[config.mk]
export PLATFORM = sky130hd
export DESIGN_NAME = fpu_sched
export DESIGN_NICKNAME = d
export VERILOG_FILES = /design/src/rtl/fpu_sched.sv
export SDC_FILE = /design/constraint.sdc
export NUM_CORES = 1
export LEC_CHECK = 0
export CAP_MARGIN = 25
export CORE_AREA = 2 2 175 177
export CTS_BUF_LIST = sky130_fd_sc_hd__clkbuf_8
export DETAILED_ROUTE_END_ITERATION = 16
export DIE_AREA = 0 0 177 179
export GPL_ROUTABILITY_DRIVEN = 0
export MAX_ROUTING_LAYER = met4
export PLACE_DENSITY_LB_ADDON = 0.25
export SLEW_MARGIN = 5
export SYNTH_ARGS = -nofsm -noshare
export SYNTH_HDL_FRONTEND = slang
export SYNTH_SLANG_ARGS = --single-unit
[constraint.sdc]
create_clock -name clk -period 4.2 [get_ports clk]
set_clock_uncertainty 0.2 [all_clocks]
set_input_delay 0.63 -clock clk [delete_from_list [all_inputs] [get_ports clk]]
set_output_delay 0.63 -clock clk [all_outputs]
set_load 0.01 [all_outputs]
[src/rtl/fpu_sched.sv]
// fpu_sched: shares one fpu datapath among N requesters.
//   Round-robin arbitration in IDLE; the winner's operands are registered and
//   driven onto the fpu inputs for a fixed per-opcode latency, then the result
//   and flags are captured and returned to that requester.
// Ports:
//   clk, rst                      clock, synchronous active-high reset
//   req_valid/req_ready [N]       request handshake (req_ready one-hot grant)
//   req_op [3N], req_rmode [2N]   per-requester opcode / rounding mode
//   req_a, req_b [32N]            per-requester operands
//   rsp_valid [N], rsp_ready [N]  response handshake (rsp_valid one-hot)
//   rsp_out [32], rsp_flags [8]   captured fpu result and exception flags
//   busy                          high whenever not IDLE
//   fpu_op/fpu_rmode/fpu_opa/fpu_opb  fpu inputs (zero outside BUSY)
//   fpu_out [32], fpu_flags [8]   fpu result inputs
module fpu_sched #(
  parameter int N        = 4,
  parameter int LAT_ADD  = 4,
  parameter int LAT_MUL  = 4,
  parameter int LAT_DIV  = 28,
  parameter int LAT_MISC = 4
) (
  input  logic            clk,
  input  logic            rst,
  input  logic [N-1:0]    req_valid,
  output logic [N-1:0]    req_ready,
  input  logic [3*N-1:0]  req_op,
  input  logic [2*N-1:0]  req_rmode,
  input  logic [32*N-1:0] req_a,
  input  logic [32*N-1:0] req_b,
  output logic [N-1:0]    rsp_valid,
  input  logic [N-1:0]    rsp_ready,
  output logic [31:0]     rsp_out,
  output logic [7:0]      rsp_flags,
  output logic            busy,
  output logic [2:0]      fpu_op,
  output logic [1:0]      fpu_rmode,
  output logic [31:0]     fpu_opa,
  output logic [31:0]     fpu_opb,
  input  logic [31:0]     fpu_out,
  input  logic [7:0]      fpu_flags
);

  localparam int IW = $clog2(N);

  typedef enum logic [1:0] {IDLE, BUSY, RESP} state_t;

  state_t          state_q, state_d;
  logic [IW-1:0]   ptr_q, ptr_d;
  logic [IW-1:0]   g_q, g_d;
  logic [4:0]      cnt_q, cnt_d;
  logic [2:0]      op_q, op_d;
  logic [1:0]      rmode_q, rmode_d;
  logic [31:0]     a_q, a_d;
  logic [31:0]     b_q, b_d;
  logic [31:0]     rsp_out_q, rsp_out_d;
  logic [7:0]      rsp_flags_q, rsp_flags_d;

  logic [IW-1:0]   win;
  logic            any_valid;
  logic            hs;
  logic [2:0]      win_op;
  logic [1:0]      win_rmode;
  logic [31:0]     win_a;
  logic [31:0]     win_b;

  function automatic logic [4:0] lat_of(input logic [2:0] op);
    case (op)
      3'd0, 3'd1: lat_of = 5'(LAT_ADD);
      3'd2:       lat_of = 5'(LAT_MUL);
      3'd3:       lat_of = 5'(LAT_DIV);
      default:    lat_of = 5'(LAT_MISC);
    endcase
  endfunction

  // Round-robin pick: first valid index at or after ptr, wrapping modulo N.
  always_comb begin
    logic [IW:0]   sum;
    logic [IW-1:0] idx;
    win       = '0;
    any_valid = 1'b0;
    sum       = '0;
    idx       = '0;
    for (int unsigned k = 0; k < N; k++) begin
      sum = {1'b0, ptr_q} + (IW+1)'(k);
      if (sum >= (IW+1)'(N)) sum = sum - (IW+1)'(N);
      idx = sum[IW-1:0];
      if (!any_valid && req_valid[idx]) begin
        win       = idx;
        any_valid = 1'b1;
      end
    end
  end

  // Operand mux for the winning requester.
  always_comb begin
    win_op    = '0;
    win_rmode = '0;
    win_a     = '0;
    win_b     = '0;
    for (int unsigned k = 0; k < N; k++) begin
      if (win == IW'(k)) begin
        win_op    = req_op[3*k +: 3];
        win_rmode = req_rmode[2*k +: 2];
        win_a     = req_a[32*k +: 32];
        win_b     = req_b[32*k +: 32];
      end
    end
  end

  assign hs = (state_q == IDLE) && any_valid;

  // State register
  always_ff @(posedge clk) begin
    if (rst) begin
      state_q     <= IDLE;
      ptr_q       <= '0;
      g_q         <= '0;
      cnt_q       <= '0;
      op_q        <= '0;
      rmode_q     <= '0;
      a_q         <= '0;
      b_q         <= '0;
      rsp_out_q   <= '0;
      rsp_flags_q <= '0;
    end else begin
      state_q     <= state_d;
      ptr_q       <= ptr_d;
      g_q         <= g_d;
      cnt_q       <= cnt_d;
      op_q        <= op_d;
      rmode_q     <= rmode_d;
      a_q         <= a_d;
      b_q         <= b_d;
      rsp_out_q   <= rsp_out_d;
      rsp_flags_q <= rsp_flags_d;
    end
  end

  // Next-state and datapath
  always_comb begin
    state_d     = state_q;
    ptr_d       = ptr_q;
    g_d         = g_q;
    cnt_d       = cnt_q;
    op_d        = op_q;
    rmode_d     = rmode_q;
    a_d         = a_q;
    b_d         = b_q;
    rsp_out_d   = rsp_out_q;
    rsp_flags_d = rsp_flags_q;
    case (state_q)
      IDLE: begin
        if (hs) begin
          op_d    = win_op;
          rmode_d = win_rmode;
          a_d     = win_a;
          b_d     = win_b;
          g_d     = win;
          ptr_d   = (win == IW'(N-1)) ? '0 : win + 1'b1;
          cnt_d   = lat_of(win_op);
          state_d = BUSY;
        end
      end
      BUSY: begin
        cnt_d = cnt_q - 5'd1;
        if (cnt_q == 5'd1) begin
          rsp_out_d   = fpu_out;
          rsp_flags_d = fpu_flags;
          state_d     = RESP;
        end
      end
      RESP: begin
        if (rsp_ready[g_q]) state_d = IDLE;
      end
      default: state_d = IDLE;
    endcase
  end

  // Outputs
  always_comb begin
    req_ready = '0;
    rsp_valid = '0;
    if (hs) req_ready[win] = 1'b1;
    if (state_q == RESP) rsp_valid[g_q] = 1'b1;
    busy      = (state_q != IDLE);
    rsp_out   = rsp_out_q;
    rsp_flags = rsp_flags_q;
    if (state_q == BUSY) begin
      fpu_op    = op_q;
      fpu_rmode = rmode_q;
      fpu_opa   = a_q;
      fpu_opb   = b_q;
    end else begin
      fpu_op    = '0;
      fpu_rmode = '0;
      fpu_opa   = '0;
      fpu_opb   = '0;
    end
  end

endmodule
* Yosys cells after proc, flatten, opt, wreduce, memory -nomap -nowiden
Index checks and enable logic that the tools add are counted.
** Cells by class
- Magnitude comparators :: 12
- Muxes and demuxes :: 56
- Reductions and logical operators :: 17
- Add/sub/neg operators :: 9
- Equal/unequal tests :: 10
** Operator list (number)
- $mux W32 :: 10
- $mux W2 :: 17
- $lt A2 B3 Y1 const B :: 6
- $mux W3 :: 5
- $mux W1 :: 11
- $bmux W1 S2 :: 5
- $mux W5 :: 2
- $pmux W5 S2 :: 1
- $ge A3 B3 Y1 const B :: 3
- $mux W4 :: 2
- $sub A2 B1 Y2 const B :: 4
- $add A2 B2 Y3 const B :: 2
- $eq A2 B2 Y1 const B :: 3
- $logic_and A1 B1 Y1 :: 6
- $ne A2 B2 Y1 const B :: 3
- $pmux W2 S3 :: 1
- $reduce_and A2 Y1 :: 3
- $eq A5 B1 Y1 const B :: 1
- $sub A5 B1 Y5 const B :: 1
- $demux W1 S2 :: 2
- $eq A2 B1 Y1 const B :: 2
- $ge A2 B1 Y1 const B :: 2
- $logic_not A2 Y1 :: 2
- $reduce_bool A2 Y1 :: 2
- other kinds (6) :: 8
** Word-level totals
- Register bits :: 120
- Input bits :: 326
- Word-level logic and storage cells :: 114
- Output and inout bits :: 118

* Depth between registers and ports, before layout
Gate-level depths: netlist of the first run.
- Depth after elaboration :: 23
- Depth in mapped cells :: 12
- Mapped depth without buffers :: 9

* Least setup slack after synthesis of the first run
No wires, ideal clock.
- Path kind :: in2out
- Start point :: in req_valid[2]
- End point :: out req_ready[1]
- Required time :: 3.370 ns
- Slack :: 1.144 ns
- Buffers on the path :: 2
- Stages :: 8
- Arrival time :: 2.226 ns
- Cell sequence :: mux2i_1 nor2_1 or3_1 inv_1 ha_1 clkbuf_1 clkbuf_1 and3_1
** Between the ends
- Word-level cells in the longest chain between the ends :: 17
- Elaborated cells on any way between the ends :: 29
- Those cells by class :: order compare (2); mux (19); reduce/logical (8)
** RTL lines
- start: declaration :: line 24 : input logic [N-1:0] req_valid,
- $bmux W1 S2 :: line 87 : if (!any_valid && req_valid[idx]) begin
- $mux W1 (implied by the code) :: line 87
- $mux W1 :: line 87
- $logic_not A1 Y1 :: line 87
- $logic_and A1 B1 Y1 :: line 87
- $mux W1 :: line 87
- $logic_not A1 Y1 :: line 87
- $logic_and A1 B1 Y1 :: line 87
- (+2 left out)
- $logic_and A1 B1 Y1 :: line 87
- $mux W2 (*) :: line 87
- via win[0] :: line 58 : logic [IW-1:0] win;
- $lt A2 B3 Y1 (implied by the code) / $ge A2 B1 Y1 (equally long branches) :: line 183 : if (hs) req_ready[win] = 1'b1;
- $logic_and A1 B1 Y1 (implied by the code) :: line 183
- $mux W1 (implied by the code) :: line 183
- $demux W1 S2 (*) :: line 183
- $mux W4 (*) :: line 183
- end: declaration :: line 25 : output logic [N-1:0] req_ready,
Mark *: on every way through the listed nets, which the timed path passes. The rest lies on a longest branch. The select of a mux whose other input is x is not followed.

* Final worst setup path of the first run
- Start point :: in req_valid[0]
- End point :: out req_ready[1]
The elaborated chain is that of the path after synthesis.

==> results of run 1 <==
==> final cells by class <==
class / instances / area [um2]
clock inverter: 14 / 163
tap: 396 / 495
timing repair buffer: 459 / 4630
clock buffer: 18 / 248
inverter: 7 / 26.3
fill: 3062 / 17700
sequential: 120 / 2400
antenna: 4 / 10.0
multi-input combinational: 686 / 4390
==> sequential cells by signal, indices dropped and copies added (netlist names) <==
register / flops
rsp_out: 32
ptr_q: 2
state_q: 2
rsp_flags: 8
a_q: 32
g_q: 2
b_q: 32
rmode_q: 2
cnt_q: 5
op_q: 3
==> worst min-delay path: stages (launching register included) <==
cell,delay [ns]
dfxtp_1,0.31
nand2_1,0.05
a21oi_1,0.05
==> how the worst max path moves through the flow <==
stage / startpoint / endpoint / slack (ns)
6_report: req_valid[0] / req_ready[1] / 0.43
5_1_grt: req_valid[0] / req_ready[1] / 0.32
3_5_place_dp: req_valid[0] / cnt_q[3] / 0.33
2_1_floorplan: req_valid[2] / req_ready[1] / 1.14
3_3_place_gp: req_valid[0] / cnt_q[3] / 0.34
4_1_cts: req_valid[0] / req_ready[1] / 0.42
==> synthesized netlist by cell type (all sizes together), types with 3 or more instances <==
| master | instances | share of area |
|---|---|---|
| inv | 7 | 0.0037 |
| buf | 20 | 0.020 |
| o311a | 66 | 0.092 |
| and2 | 71 | 0.062 |
| nand3b | 3 | 0.0031 |
| a21oi | 50 | 0.035 |
| nand2b | 4 | 0.0035 |
| ha | 6 | 0.010 |
| dfxtp | 120 | 0.33 |
| nor2b | 70 | 0.061 |
| and3 | 6 | 0.0052 |
| o22ai | 4 | 0.0035 |
| a221oi | 67 | 0.082 |
| nor3 | 70 | 0.090 |
| clkbuf | 73 | 0.038 |
| nor2 | 80 | 0.042 |
| nand2 | 162 | 0.085 |
==> power breakdown <==
| part | total, W | internal, W | switching, W |
|---|---|---|---|
| combinational | 0.00159 | 0.000841 | 0.000746 |
| sequential | 0.00133 | 0.00127 | 0.0000676 |
| clock | 0.00112 | 0.000558 | 0.000566 |
==> metal layers <==
| metal | share of wire | track usage | vias to the layer above |
|---|---|---|---|
| li1 | - | - | 4001 |
| met1 | 0.39 | 0.215 | 3865 |
| met2 | 0.50 | 0.331 | 317 |
| met3 | 0.086 | 0.0681 | 47 |
| met4 | 0.028 | 0.0706 | 0 |
| met5 | 0 | - | - |
==> kinds of logic (layout without fill, tap and decap cells) <==
family / after synthesis / count (layout)
mux: 2 / 2
fa+ha+maj: 6 / 6
simple gates: 477 / 477
other cells: 0 / 4
flops: 120 / 120
compound gates: 201 / 201
buf+inv: 100 / 498
==> metrics by stage <==
stage	power, W	util	hold slack, ns
floorplan	0.00223	-	0.232
global placement	0.00295	0.398	0.241
detailed placement	0.00296	0.398	0.247
CTS	0.00411	0.411	0.259
global route	0.00430	0.412	0.275
finish	0.00404	0.412	0.255
==> impl_metrics.csv, run 1 <==
group,metric,value,unit
run_status,status,"finished, final reports clean",
worst_setup_path,endpoint_kind,"output pin",
floorplan,fp.dieH,179,um
hold_path,hold_depth,2,
finish,area_growth,72.0,%
clock_tree,post_cts_buffers,0,
power_and_ir_drop,p_leak,4.42,nW
clock_tree,clk_latency,0.45,ns
finish,drive_above_1_share,0.0913,
floorplan,coreArea,30000,um2
worst_setup_path,slowest_stage,"clkdlybuf4s50_1",
clock_tree,postCtsHoldBufs,0,
yosys,synth-xor-area-share,0,
sta,setup-violations-final,0,
worst_setup_path,ff2ff_setup_slack,0.86,ns
grt,grt_pass1_wl,46.5,mm
yosys,yosys.area_share.simple,0.362,
yosys,synth.yosys.warnings,0,
worst_setup_path,cp_slowest_stage_delay,0.57,ns
worst_setup_path,reg2regPathDepth,10,
clock_tree,path_clk_slew,0.08,ns
worst_setup_path,cp-start-kind,"input port",
yosys,syn_area,7190,um2
detailed_routing,totalWireLength,31.4,mm
finish,final_cell_mix,"clkdlybuf4s50_1 (442), nand2_1 (162), dfxtp_1 (120)",
worst_setup_path,worstReg2RegStart,"ptr_q[1]",
detailed_routing,drtAntennaViolNets,0,
sta,slew_headroom,0.366,
grt,grt_pass1_vias,8223,
yosys,synthFlopType,"dfxtp_1",
grt,grt_overflow_total,0,
floorplan,rows,64,
yosys,synth_top_family_by_area,"simple AND/OR/NAND/NOR gates",
detailed_routing,via_count,8230,
sta,tightest_slew,0.950,ns
floorplan,die_area,31700,um2
yosys,mappedNetlistNets,1238,
finish,stdcell_count,1704,
placed_design,portBuffers,443,
yosys,seq_area_frac_synth,0.334,
worst_setup_path,critical_path_class,"input port to output pin",
yosys,syn_area_per_cell,7.93,um2
yosys,synth_compound_area_frac,0.227,
worst_setup_path,regToRegEndpoint,"cnt_q[3]",
power_and_ir_drop,power_density,327,nW/um2
grt,antenna_found_initial,3,
worst_setup_path,cp_max_fo,5,
clock_tree,cts_tree,"done",
detailed_routing,avgRoutedWirePerCell,18.4,um
finish,nets,1623,
worst_setup_path,cp_data_required_time,3.37,ns
floorplan,die_w,177,um
floorplan,io_pins,444,
detailed_routing,vias_per_cell,4.83,
hold_path,hold_path.startpoint,"rsp_out[3]",
sta,fmax,265,MHz
finish,finish.instance_area,12400,um2
placed_design,place_area,11900,um2
clock_tree,cts_resized,0,
clock_tree,clock-sinks,120,
worst_setup_path,critical_path.most_common_cell,"clkdlybuf4s50_1",
yosys,syn_inst,906,
detailed_routing,drtPass1Iterations,5,
yosys,ys_async_sr_fraction,0,
clock_tree,numCtsBuffers,17,
hold_path,holdCritPathClass,"register to register",
sta,fin_ws,0.432,ns
clock_tree,clk_path_buf_depth,2,
yosys,synth_edf_count,0,
placed_design,pre_cts_ws,0.329,ns
yosys,synth_adder_area_share,0.0104,
worst_setup_path,critical_path_depth,8,
flow_run,cap_violations,0,
yosys,yosysUniqueCellTypes,41,
worst_setup_path,crit_family,"buffers and inverters",
placed_design,dp_hpwl,22.4,mm
sta,finalHoldViolCount,0,
detailed_routing,drc,0,
yosys,muxShareOfSynthArea,0.00453,
grt,track_usage,0.196,
yosys,ys_ff_latch,120,
clock_tree,htreeDepth,4,
grt,grt_max_degree,137,
placed_design,place_inst,1668,
sta,min_period,3.77,ns
worst_setup_path,crit_buf_inv,3,
detailed_routing,drt_iter0_drc,307,
sta,slew_violations,0,
floorplan,start_util,0.239,
hold_path,hold_end,"rsp_out[3]",
worst_setup_path,crit_chain,"clkdlybuf4s50_1 -> mux2i_1 -> nor2_1 -> or3_1 -> inv_1 -> ha_2 -> and3_1 -> clkdlybuf4s50_1",
sta,setup_tns,0,ns
worst_setup_path,cp.arrival,2.94,ns
sta,min_period_over_period,0.897,
sta,rsz0062_at_grt,"false",
finish,final_common_cell,"clkdlybuf4s50_1",
power_and_ir_drop,vdd_ir_drop_max,0.182,mV
clock_tree,clockRootBuffer,"clkbuf_8",
No activity file was read; power rests on OpenSTA's default activity.
==> inputs of run 2 (changes only) <==
CAP_MARGIN = not set   (was 25)
SLEW_MARGIN = 15   (was 5)
==> results of run 2 <==
No change in the layout: final DEF, timing and power equal those of run 1.
==> inputs of run 3 (changes only) <==
clock period = 3.1 ns   (was 4.2 ns; I/O delays follow)
==> run 3 against run 2 <==
Setup slack got worse by 0.30 ns. Largest power group unchanged. Global-route usage fell by 0.25 points. Sequential share of layout area fell by 0.39 points. Cell count rose by 1.1%. Via count rose by 0.15%. Flip-flop and latch count did not move. Sequential power rose by 35%. First-iteration DRC count fell by 0.33%. Register-to-register slack got worse by 0.50 ns. Cell area rose by 2.0%. Non-clock buffer count rose by 18. Clock power rose by 45%.
==> impl_metrics.csv, run 3 (synthesized netlist as in run 1, its figures left out) <==
group,metric,value,unit
finish,multi_input_area,4400,um2
clock_tree,numCtsBuffers,17,
clock_tree,post_cts_buffers,0,
floorplan,io_pins,444,
placed_design,dp_hpwl,23.2,mm
floorplan,die_area,31700,um2
grt,antenna_found_initial,4,
power_and_ir_drop,p_leak,4.57,nW
placed_design,pre_cts_ws,-0.197,ns
floorplan,fp.dieH,179,um
sta,fmax,337,MHz
power_and_ir_drop,power.total,0.00565,W
clock_tree,clock-sinks,120,
hold_path,holdCritPathClass,"register to register",
grt,grt_pass1_wl,45.5,mm
grt,grt_overflow_total,0,
detailed_routing,vias_per_cell,4.79,
detailed_routing,totalWireLength,31.1,mm
finish,fin_util,0.420,
clock_tree,path_clk_slew,0.07,ns
finish,seqCellArea,2400,um2
worst_setup_path,cp.arrival,2.31,ns
power_and_ir_drop,p_int,0.00380,W
sta,rsz0062_at_grt,"false",
detailed_routing,via_count,8242,
sta,tightest_slew,0.631,ns
finish,fillers,3052,
clock_tree,postCtsHoldBufs,0,
sta,slew_headroom,0.580,
flow_run,cap_violations,0,
worst_setup_path,critical_path_class,"input port to output pin",
worst_setup_path,cp-start-kind,"input port",
clock_tree,clk_latency,0.44,ns
floorplan,coreArea,30000,um2
power_and_ir_drop,p_clk_frac,0.287,
clock_tree,htreeDepth,4,
worst_setup_path,endpoint_kind,"output pin",
finish,area_growth,75.5,%
sta,min_period,2.97,ns
finish,drive_above_1_share,0.104,
clock_tree,cts_tree,"done",
floorplan,rows,64,
worst_setup_path,cp_data_required_time,2.43,ns
sta,slew_violations,0,
finish,nets,1641,
detailed_routing,drtAntennaViolNets,0,
grt,grt_max_degree,107,
detailed_routing,drtPass1Iterations,5,
floorplan,start_util,0.239,
power_and_ir_drop,power_density,448,nW/um2
power_and_ir_drop,power.switching,0.00185,W
power_and_ir_drop,comb_power_share,0.394,
worst_setup_path,cp_max_fo,4,
power_and_ir_drop,swShare,0.328,
sta,setup_tns,0,ns
placed_design,portBuffers,443,
detailed_routing,drc,0,
grt,track_usage,0.194,
sta,finalHoldViolCount,0,
finish,final_cell_mix,"clkdlybuf4s50_1 (438), nand2_1 (162), dfxtp_1 (120)",
power_and_ir_drop,vdd_ir_drop_max,0.190,mV
clock_tree,clk_path_buf_depth,2,
finish,final_common_cell,"clkdlybuf4s50_1",
detailed_routing,avgRoutedWirePerCell,18.1,um
clock_tree,clockRootBuffer,"clkbuf_8",
grt,grt_pass1_vias,8092,
run_status,status,"finished, final reports clean",
sta,fin_ws,0.129,ns
sta,setup-violations-final,0,
sta,min_period_over_period,0.958,
detailed_routing,drt_iter0_drc,306,
power_and_ir_drop,power_frac_seq,0.319,
floorplan,die_w,177,um
[run 3: cell count changes in the layout (fill, tap and decap cells not counted), moves of 2 or more]
cell	before	now
clkdlybuf4s50_1	442	438
clkinv_2	0	2
inv_6	5	3
buf_12	6	13
bufinv_16	2	4
dlygate4sd2_1	0	4
buf_4	11	21
[run 3: final cells by class]
cell class	count	share of cell area
multi-input cells	686	0.349
repair buffers	477	0.384
inverters	7	0.00208
well taps	396	0.0393
diodes	4	0.000794
clock buffers	17	0.0186
flip-flops and latches	120	0.190
clock inverters	15	0.0159
[run 3: worst max-delay path: stages]
cell             delay, ns
clkdlybuf4s50_1       0.41
buf_4                 0.15
nand2_1               0.06
nor2_1                0.04
or3_1                 0.36
inv_1                 0.15
ha_2                  0.22
and3_1                0.15
dlygate4sd2_1         0.30
[run 3: metal layers]
layer	track usage	vias up	routed length, um
met5	-	-	0
met4	0.0727	0	854
met3	0.0628	48	2620
met2	0.330	329	15500
met1	0.211	3827	12100
li1	-	4038	-
[run 3: worst paths after layout]
kind,start,endpoint,slack (ns),cells after the start
min reg2reg,rsp_out[14],rsp_out[14],0.25,2
max,req_valid[0],req_ready[1],0.13,9
min,rsp_out[14],rsp_out[14],0.25,2
max reg2reg,ptr_q[1],a_q[2],0.36,12
[run 3: power groups by stage]
stage / Clock (W) / Combinational, W / Sequential, W
floorplan: 0 / 0.00120 / 0.00182
global placement: 0 / 0.00223 / 0.00183
detailed placement: 0 / 0.00224 / 0.00184
CTS: 0.00169 / 0.00225 / 0.00181
global route: 0.00175 / 0.00242 / 0.00183
finish: 0.00162 / 0.00222 / 0.00180
[run 3: repair_timing]
item,in CTS,in global routing
endpoints found under the setup margin,4,1
hold endpoints to repair,0,0
gates resized for setup,6,1
[run 3: stage by stage]
| stage | instances | cell area, um2 | hold WS, ns |
|---|---|---|---|
| after floorplan | 906 | 7190 | 0.232 |
| after global placement | 1686 | 12200 | 0.241 |
| after detailed placement | 1686 | 12200 | 0.246 |
| after CTS | 1718 | 12600 | 0.257 |
| after global routing | 1722 | 12600 | 0.274 |
| final | 1722 | 12600 | 0.253 |
